[config.mk]
export PLATFORM = sky130hd
export DESIGN_NAME = logic_op_stage
export DESIGN_NICKNAME = d
export VERILOG_FILES = /design/src/rtl/logic_op_stage.sv
export SDC_FILE = /design/constraint.sdc
export NUM_CORES = 1
export LEC_CHECK = 0
export ABC_AREA = 1
export BUFFER_PORTS_ARGS = -buffer_cell sky130_fd_sc_hd__buf_2
export CORE_MARGIN = 4
export CORE_UTILIZATION = 30
export CTS_BUF_LIST = sky130_fd_sc_hd__clkbuf_16
export DETAILED_ROUTE_END_ITERATION = 8
export GPL_ROUTABILITY_DRIVEN = 0
export PLACE_DENSITY = 0.45
export SLEW_MARGIN = 25
export SYNTH_ARGS = -nofsm -noshare
export SYNTH_HDL_FRONTEND = slang
export SYNTH_SLANG_ARGS = --single-unit
[constraint.sdc]
create_clock -name clk -period 4.9 [get_ports clk]
set_input_delay 0.735 -clock clk [delete_from_list [all_inputs] [get_ports clk]]
set_output_delay 0.735 -clock clk [all_outputs]
set_load 0.02 [all_outputs]
[src/rtl/logic_op_stage.sv]
// Handshaked logic-op stage: decodes a 3-bit opcode over two operands and returns the
// result plus status flags through a two-entry (main + skid) output buffer.
module logic_op_stage #(
    parameter int WIDTH     = 4,
    parameter int CNT_WIDTH = 8
) (
    input  logic                 clk,
    input  logic                 rst_n,
    input  logic                 in_valid,
    output logic                 in_ready,
    input  logic [2:0]           in_op,
    input  logic [WIDTH-1:0]     in_a,
    input  logic [WIDTH-1:0]     in_b,
    output logic                 out_valid,
    input  logic                 out_ready,
    output logic [WIDTH-1:0]     out_result,
    output logic [2:0]           out_op,
    output logic                 out_zero,
    output logic                 out_ones,
    output logic                 out_parity,
    output logic                 out_illegal,
    output logic [CNT_WIDTH-1:0] op_count
);

    typedef enum logic [1:0] {
        ST_EMPTY = 2'd0,
        ST_ONE   = 2'd1,
        ST_FULL  = 2'd2
    } state_t;

    typedef struct packed {
        logic [WIDTH-1:0] result;
        logic [2:0]       op;
        logic             zero;
        logic             ones;
        logic             parity;
        logic             illegal;
    } entry_t;

    localparam logic [2:0] OP_NOT  = 3'd0;
    localparam logic [2:0] OP_AND  = 3'd1;
    localparam logic [2:0] OP_OR   = 3'd2;
    localparam logic [2:0] OP_NAND = 3'd3;
    localparam logic [2:0] OP_NOR  = 3'd4;
    localparam logic [2:0] OP_XOR  = 3'd5;
    localparam logic [2:0] OP_XNOR = 3'd6;

    // Result and flags are built together so a held entry can never show stale flags.
    function automatic entry_t compute_entry(input logic [2:0]       op,
                                             input logic [WIDTH-1:0] a,
                                             input logic [WIDTH-1:0] b);
        entry_t e;
        e.op      = op;
        e.illegal = 1'b0;
        case (op)
            OP_NOT:  e.result = ~a;
            OP_AND:  e.result = a & b;
            OP_OR:   e.result = a | b;
            OP_NAND: e.result = ~(a & b);
            OP_NOR:  e.result = ~(a | b);
            OP_XOR:  e.result = a ^ b;
            OP_XNOR: e.result = ~(a ^ b);
            default: begin
                e.result  = '0;
                e.illegal = 1'b1;
            end
        endcase
        e.zero   = (e.result == '0);
        e.ones   = &e.result;
        e.parity = ^e.result;
        return e;
    endfunction

    state_t                 state_q, state_d;
    entry_t                 main_q, main_d;
    entry_t                 skid_q, skid_d;
    logic                   rdy_q, rdy_d;
    logic [CNT_WIDTH-1:0]   cnt_q, cnt_d;

    entry_t                 new_entry;
    logic                   valid_w;
    logic                   in_xfer;
    logic                   out_xfer;

    assign new_entry = compute_entry(in_op, in_a, in_b);
    assign valid_w   = (state_q != ST_EMPTY);
    assign in_xfer   = in_valid && rdy_q;
    assign out_xfer  = valid_w && out_ready;

    always_comb begin
        state_d = state_q;
        main_d  = main_q;
        skid_d  = skid_q;
        cnt_d   = cnt_q;
        if (out_xfer) begin
            cnt_d = cnt_q + CNT_WIDTH'(1);
        end
        case (state_q)
            ST_EMPTY: begin
                if (in_xfer) begin
                    main_d  = new_entry;
                    state_d = ST_ONE;
                end
            end
            ST_ONE: begin
                if (in_xfer && out_xfer) begin
                    main_d = new_entry;
                end else if (out_xfer) begin
                    state_d = ST_EMPTY;
                end else if (in_xfer) begin
                    skid_d  = new_entry;
                    state_d = ST_FULL;
                end
            end
            ST_FULL: begin
                if (out_xfer) begin
                    main_d  = skid_q;
                    state_d = ST_ONE;
                end
            end
            default: state_d = ST_EMPTY;
        endcase
        rdy_d = (state_d != ST_FULL);
    end

    // Control state is reset; entry payloads are only meaningful while the state says so.
    always_ff @(posedge clk) begin
        if (!rst_n) begin
            state_q <= ST_EMPTY;
            rdy_q   <= 1'b1;
            cnt_q   <= '0;
        end else begin
            state_q <= state_d;
            rdy_q   <= rdy_d;
            cnt_q   <= cnt_d;
        end
    end

    always_ff @(posedge clk) begin
        main_q <= main_d;
        skid_q <= skid_d;
    end

    // Holding in_ready low during reset keeps a pending in_valid from looking accepted.
    assign in_ready    = rdy_q && rst_n;
    assign out_valid   = valid_w;
    assign out_result  = valid_w ? main_q.result : '0;
    assign out_op      = valid_w ? main_q.op : 3'd0;
    assign out_zero    = valid_w && main_q.zero;
    assign out_ones    = valid_w && main_q.ones;
    assign out_parity  = valid_w && main_q.parity;
    assign out_illegal = valid_w && main_q.illegal;
    assign op_count    = cnt_q;

endmodule

==> impl_metrics.ini, run 1 <==
[yosys]
syn-cell-area_um2 = 1990
netlist.top_cell.by_area = edfxtp_1
yosysUniqueCellTypes = 21
synth_top_area_share_pct = 33.1
netlist_instances = 267
seq_area_frac_synth_pct = 44.2
ys_ff_latch = 33
synth_area_per_cell_um2 = 7.47
synthTopCellsByArea = edfxtp_1 (33%), nand2_1 (13%), dfxtp_1 (11%), inv_1 (9.6%), ha_1 (8.2%)
synth_warnings = 0
synth_nets = 295

[routing]
ant_nets = 0
dr.pass1.iters = 4
drtIter0Drc = 69
via_per_inst = 4.34
wl_per_cell_um = 10.6
drc = 0
vias = 1655
wl_mm = 4.05

[clock_network]
tritoncts = built
clock_path_buffers = 2
holdBufCountCts = 0
post_cts_buffers = 0
cts_num_sinks = 33
cts_root_buf = clkbuf_16
htree_levels = 2
clk_pin_slew_ps = 50
clock_latency_ps = 270
cts_buffers = 5
cts_resized = 0

[global_routing]
grt_util_all_layers_pct = 11.3
grt_pass1_wl_mm = 6.96
grt_use_met2_pct = 17.5
busiest_layer = met2
gr-usage-met1_pct = 14.9
grt_use_met3_pct = 2.86
grt_pass1_vias = 1483
antenna_found_initial = 0
grt_max_degree = 18
grt_overflow = 0

[timing]
timing.setup.tns_ps = 0
skew_ps = 8.42
setup_violations = 0
fmax_mhz = 442
slew_viol_final = 0
slew_headroom_pct = 37.0
final_hold_viol_count = 0
rsz0062_at_grt = no
fin_crit_sh_pct = 46.2
layout_setup_ws_ps = 2640
final.min_clock_period_ps = 2260
worstMarginPinSlew_ps = 941

[power_and_ir_drop]
p_per_area_nw_per_um2 = 315
vdd_drop_max_mv = 0.166
p_leak_nw = 1.22

[setup_path]
critPathKind = reg2out
cp-start-kind = flip-flop
cp.required_ps = 4160
critical_path_arrival_ps = 1530
endpoint_kind = output pin
path_max_fanout = 13

[place]
port_buffers = 35
placed_cell_area_um2 = 2230
dp_hpwl_mm = 3.17
place_ws_ps = 2380

[worst_hold_path]
hold_class = reg2reg

[status]
status = completed

[final_layout]
fin_util_pct = 37.1
num-nets-final = 331
area_growth_pct = 18.8
final_cell_area_um2 = 2370
final_cell_mix = nand2_1 (71), inv_1 (53), nor2_1 (36), buf_2 (35), edfxtp_1 (22)
antennaDiodeCount = 0
final_common_cell = nand2_1
layout-drive-gt1-share_pct = 16.4

[floorplan]
start_util_pct = 31.2
die_area_um2 = 8020
io_pins = 36
core_area_um2 = 6390
rows = 29
dieWidth_um = 89.5
die_y_um = 89.5

[flow_run]
cap_violations = 0
==> report_power, final <==
group	internal [mW]	total, mW	switching [mW]
clock	0.182	0.282	0.100
combinational	0.0407	0.132	0.0912
sequential	0.325	0.333	0.00751
total	0.548	0.747	0.199
==> kinds of logic (layout without fill, tap and decap cells) <==
kind of cell | Yosys count | after routing | share of synthesized area [%]
AO/OA/AOI/OAI | 15 | 15 | 3.76
XOR/XNOR | 2 | 2 | 0.878
adder cells (fa/ha/maj) | 13 | 13 | 8.16
buffers and inverters | 62 | 99 | 12.2
flip-flops | 33 | 33 | 44.2
AND/OR/NAND/NOR | 142 | 142 | 30.8
==> final timing paths <==
kind | from | to | cells past startpoint | slack [ps]
setup reg to reg | state_q[0]$_SDFF_PN0_ | main_q[3]$_DFFE_PP_ | 5 | 2940
hold reg to reg | op_count[7]$_SDFFE_PN0P_ | op_count[7]$_SDFFE_PN0P_ | 2 | 500
hold / removal | op_count[7]$_SDFFE_PN0P_ | op_count[7]$_SDFFE_PN0P_ | 2 | 500
setup / recovery | state_q[0]$_SDFF_PN0_ | out_op[2] | 3 | 2640
==> metal layers <==
metal,share of wire (%),up-vias
met5,0,-
met2,43,33
met3,3.9,4
met4,1.5,0
met1,52,711
li1,-,907
==> cells in the mapped netlist, drive strengths merged <==
cell type,number
nand3,13
xor2,2
clkbuf,1
nor3b,1
inv,55
o21ai,8
edfxtp,22
a21oi,7
nor2,40
nand2,72
ha,13
nand4,15
clkinv,1
buf,5
dfxtp,11
nor3,1
==> layout make-up <==
type	count	area, um2
Fill cell	673	4020
Sequential cell	33	881
Multi-Input combinational cell	172	870
Inverter	56	210
Timing Repair Buffer	35	175
Clock buffer	5	125
Tap cell	77	96.3
Clock inverter	3	11.3
==> through the flow <==
step | hold WS [ps] | std cells | power [mW]
after detailed placement | 499 | 373 | 0.473
final | 505 | 381 | 0.747
after CTS | 507 | 381 | 0.758
after global placement | 492 | 373 | 0.473
after floorplan | 494 | 267 | 0.432
after global routing | 545 | 381 | 0.792
==> registers in the layout, indices dropped and copies added (netlist names) <==
register  flops
main_q       11
op_count      8
state_q       2
rdy_q         1
skid_q       11
==> worst max-delay path: stages (launching register included) <==
cell     delay (ps)
dfxtp_1         360
nor2_1          630
nor2_1           70
buf_2           190
(Power assumes the default switching activity.)
==> run 2, diff against run 1 <==
--- a/config.mk
+++ b/config.mk
@@ -12,7 +12,7 @@
 export CTS_BUF_LIST = sky130_fd_sc_hd__clkbuf_16
 export DETAILED_ROUTE_END_ITERATION = 8
 export GPL_ROUTABILITY_DRIVEN = 0
-export PLACE_DENSITY = 0.45
+export PLACE_DENSITY = 0.47
 export SLEW_MARGIN = 25
 export SYNTH_ARGS = -nofsm -noshare
 export SYNTH_HDL_FRONTEND = slang
==> constraint.sdc (replaced) <==
create_clock -name clk -period 1.95 [get_ports clk]
set_input_delay 0.2925 -clock clk [delete_from_list [all_inputs] [get_ports clk]]
set_output_delay 0.2925 -clock clk [all_outputs]
set_load 0.02 [all_outputs]
==> impl_metrics.ini, run 2 (same netlist as run 1, synthesis figures left out) <==
[final_layout]
final_cell_mix = nand2_1 (71), inv_1 (51), nor2_1 (36), buf_2 (35), edfxtp_1 (22)
layout-drive-gt1-share_pct = 20.4
num-nets-final = 345
antennaDiodeCount = 0
stdcell_count = 395
area_growth_pct = 24.7
final_common_cell = nand2_1

[timing]
final_hold_viol_count = 0
setup_violations = 0
slew_headroom_pct = 72.6
timing.setup.tns_ps = 0
fin_crit_sh_pct = 84.7
fmax_mhz = 605
rsz0062_at_grt = no
skew_ps = 1.57
final.min_clock_period_ps = 1650
slew_viol_final = 0
worstMarginPinSlew_ps = 410

[clock_network]
cts_resized = 0
clk_pin_slew_ps = 50
clock_latency_ps = 270
tritoncts = built
cts_buffers = 5
holdBufCountCts = 0
cts_root_buf = clkbuf_16
cts_num_sinks = 33
post_cts_buffers = 0
htree_levels = 2
clock_path_buffers = 2

[power_and_ir_drop]
total_power_mw = 1.93
p_clk_share_pct = 37.5
p_sw_share_pct = 26.9
p_leak_nw = 1.29
p_comb_share_pct = 19.2
intPower_mw = 1.41
vdd_drop_max_mv = 0.522
pwr-share-seq_pct = 43.3
p_per_area_nw_per_um2 = 776
switching_power_uw = 520

[setup_path]
crit_cells = 13
endpoint = main_q[1]$_DFFE_PP_
crit_path_max_incr_delay_ps = 290
path_max_fanout = 2
critical_path_arrival_ps = 1680
cp_top_family = adder cells
ff2ff_setup_slack_ps = 530
critPathSlowestCell = ha_1
cp-start-kind = input pin
r2r_start = state_q[0]$_SDFF_PN0_
cp.required_ps = 1980
endpoint_kind = flip-flop
crit_path_start = in_a[2]
critPathKind = in2reg
worst_path_most_repeated_cell = nand2_1
crit_chain = buf_2 -> inv_1 -> ha_1 -> inv_1 -> nand4_1 -> nand2_1 -> nor2_1 -> nand2_1 -> inv_1 -> ha_1 -> xor2_1 -> nand2_1 -> nand2_1
rr_worst_depth = 5
path_buf_inv = 4
reg2reg_to = main_q[8]$_DFFE_PP_

[floorplan]
rows = 29
io_pins = 36
dieWidth_um = 89.5
start_util_pct = 31.2
die_y_um = 89.5
die_area_um2 = 8020
core_area_um2 = 6390

[routing]
via_per_inst = 4.35
drc = 0
ant_nets = 0
dr.pass1.iters = 4
vias = 1719
wl_per_cell_um = 10.6
drtIter0Drc = 83
wl_mm = 4.17

[global_routing]
antenna_found_initial = 0
grt_max_degree = 18
grt_overflow = 0
grt_pass1_vias = 1642
grt_util_all_layers_pct = 11.9
grt_pass1_wl_mm = 7.48

[status]
status = completed

[place]
port_buffers = 35
dp_hpwl_mm = 3.27
dpl.cell_count = 387

[worst_hold_path]
hold_class = in2reg

[flow_run]
cap_violations = 0
-- run 2: cell count changes in the layout (fill, tap and decap cells not counted), sizes merged --
cell and change:
buf +14, clkinv +2, inv -2
-- run 2: worst reg2reg max path: stages, from the launching register on --
cell and delay, ps:
dfxtp_1 360, nor2_1 140, nor2_1 50, a21oi_1 110, nand2_1 90, inv_1 320
-- run 2: how the worst min path moves through the flow --
stage                                  start  slack, ps  cells past startpoint                        to
global placement    op_count[7]$_SDFFE_PN0P_        490                      2  op_count[7]$_SDFFE_PN0P_
floorplan                              rst_n        380                      1          rdy_q$_SDFF_PN1_
global route                        in_op[0]        280                      1       skid_q[4]$_DFFE_PP_
CTS                                 in_op[0]        270                      1       skid_q[4]$_DFFE_PP_
finish                              in_op[0]        280                      1       skid_q[4]$_DFFE_PP_
detailed placement  op_count[7]$_SDFFE_PN0P_        500                      2  op_count[7]$_SDFFE_PN0P_
-- run 2: power by group through the flow --
stage	registers (mW)	logic [mW]	clock network [mW]
5_1_grt	0.842	0.431	0.781
3_5_place_dp	0.851	0.376	0
3_3_place_gp	0.852	0.372	0
4_1_cts	0.837	0.377	0.749
6_report	0.836	0.370	0.724
2_1_floorplan	0.850	0.235	0
-- run 2: through the flow --
stage               util (%)  area (um2)  worst slack, ps  hold slack (ps)
floorplan                  -        1990              163              381
global placement        36.8        2350             23.6              491
detailed placement      36.8        2350             6.82              496
CTS                     38.9        2490              289              271
global route            38.9        2490              138              283
finish                  38.9        2490              298              276
-- run 2: area by class of cell --
| type | count | area (um2) |
|---|---|---|
| fillers | 662 | 3900 |
| flip-flops and latches | 33 | 881 |
| inverters | 56 | 210 |
| clock buffers | 5 | 125 |
| multi-input cells | 172 | 870 |
| clock inverters | 3 | 12.5 |
| repair buffers | 49 | 293 |
| well taps | 77 | 96.3 |
-- run 2: layer usage --
metal | GRT usage, % | vias up | wire [um]
li1 | - | 935 | -
met3 | 3.04 | 7 | 239
met4 | 4.33 | 0 | 70
met1 | 15.8 | 734 | 2080
met2 | 18.8 | 43 | 1780
met5 | 0 | - | 0
==> run 3, diff against run 2 <==
--- a/config.mk
+++ b/config.mk
@@ -12,7 +12,7 @@
 export CTS_BUF_LIST = sky130_fd_sc_hd__clkbuf_16
 export DETAILED_ROUTE_END_ITERATION = 8
 export GPL_ROUTABILITY_DRIVEN = 0
-export PLACE_DENSITY = 0.47
+export PLACE_DENSITY = 0.45
 export SLEW_MARGIN = 25
 export SYNTH_ARGS = -nofsm -noshare
 export SYNTH_HDL_FRONTEND = slang
==> constraint.sdc (replaced) <==
create_clock -name clk -period 1.6 [get_ports clk]
set_input_delay 0.24 -clock clk [delete_from_list [all_inputs] [get_ports clk]]
set_output_delay 0.24 -clock clk [all_outputs]
set_load 0.02 [all_outputs]
==> impl_metrics.ini, run 3 (same netlist as run 1, synthesis figures left out) <==
[timing]
fin_crit_sh_pct = 93.7
skew_ps = 2.21
rsz0062_at_grt = yes
final.min_clock_period_ps = 1500
slew_viol_final = 0
slew_headroom_pct = 81.4
holdWs_ps = 207
timing.setup.tns_ps = 0
setup_violations = 0
worstMarginPinSlew_ps = 279
final_hold_viol_count = 0
fmax_mhz = 667
layout_setup_ws_ps = 101

[routing]
vias = 1738
wl_mm = 4.28
drc = 0
via_per_inst = 4.30
wl_per_cell_um = 10.6
drtIter0Drc = 85
ant_nets = 0
dr.pass1.iters = 4

[final_layout]
final_cell_area_um2 = 2750
antennaDiodeCount = 0
fin_util_pct = 43.1
final_common_cell = nand2_1
n_fill_cell = 674
area_growth_pct = 38.0
final_cell_mix = nand2_1 (68), inv_1 (38), nor2_1 (36), buf_2 (27), buf_4 (25)
stdcell_count = 404
layout-drive-gt1-share_pct = 32.1
num-nets-final = 354

[place]
place_ws_ps = -265
port_buffers = 35
placed_cell_area_um2 = 2470
dp_hpwl_mm = 3.28
dpl.cell_count = 394

[floorplan]
core_area_um2 = 6390
start_util_pct = 31.2
io_pins = 36
die_area_um2 = 8020
die_y_um = 89.5
dieWidth_um = 89.5
rows = 29

[clock_network]
cts_buffers = 5
clk_pin_slew_ps = 50
tritoncts = built
cts_num_sinks = 33
clock_latency_ps = 270
clock_path_buffers = 2
cts_root_buf = clkbuf_16
htree_levels = 2
holdBufCountCts = 0

[worst_hold_path]
hold_class = in2reg
holdPathStages = 1

[global_routing]
grt_use_met3_pct = 2.76
gr-usage-met1_pct = 15.4
grt_overflow = 0
grt_pass1_vias = 1563
grt_max_degree = 17
grt_pass1_wl_mm = 7.12
grt_util_all_layers_pct = 11.4
busiest_layer = met2
grt_use_met2_pct = 18.0
antenna_found_initial = 0

[setup_path]
critical_path_arrival_ps = 1260
path_max_fanout = 11
critPathKind = reg2out
rr_worst_depth = 6
endpoint_kind = output pin
cp-start-kind = flip-flop
cp.required_ps = 1360

[power_and_ir_drop]
switching_power_uw = 664
p_sw_share_pct = 27.3
intPower_mw = 1.77
total_power_mw = 2.43
pwr-share-seq_pct = 41.8
p_clk_share_pct = 36.2
p_per_area_nw_per_um2 = 884
vdd_drop_max_mv = 0.500
p_comb_share_pct = 22.0
p_leak_nw = 1.34

[status]
status = completed

[flow_run]
cap_violations = 0
run 3: area by class of cell:
class / count / area [um2] / area share (%)
inverter: 56 / 238 / 8.64
clock inverter: 3 / 12.5 / 0.455
sequential: 33 / 881 / 32.0
multi-input combinational: 172 / 997 / 36.2
timing repair buffer: 58 / 403 / 14.6
tap: 77 / 96.3 / 3.50
clock buffer: 5 / 125 / 4.55
run 3: power groups by stage:
stage                     clock (mW)  sequential (mW)  combinational, mW
after floorplan                    0             1.04              0.310
final                          0.882             1.02              0.535
after global routing           0.946             1.02              0.613
after global placement             0             1.04              0.495
after CTS                      0.906             1.02              0.500
after detailed placement           0             1.04              0.499
run 3: critical path, cell delays in order (launching register included):
cell     delay, ps
dfxtp_1        350
nor2_1         210
buf_4          220
nor2_1          50
buf_2          150
run 3: routing by layer:
| layer | up-vias | share of wire, % |
|---|---|---|
| met3 | 6 | 4.8 |
| li1 | 953 | - |
| met4 | 0 | 1.4 |
| met5 | - | 0 |
| met1 | 747 | 50 |
| met2 | 32 | 44 |
run 3: path summary, 6_finish.rpt:
check                                         startpoint                  endpoint  slack (ps)
worst max-delay path               state_q[0]$_SDFF_PN0_                 out_op[1]         100
worst min-delay path                            in_op[2]       skid_q[6]$_DFFE_PP_         210
worst max register to register     state_q[0]$_SDFF_PN0_       main_q[4]$_DFFE_PP_         240
worst min register to register  op_count[7]$_SDFFE_PN0P_  op_count[7]$_SDFFE_PN0P_         490
run 3: what timing repair did:
action                     in CTS  in global routing
gates resized for setup         0                 35
setup buffers                   0                  3
setup endpoints to repair       0                  2
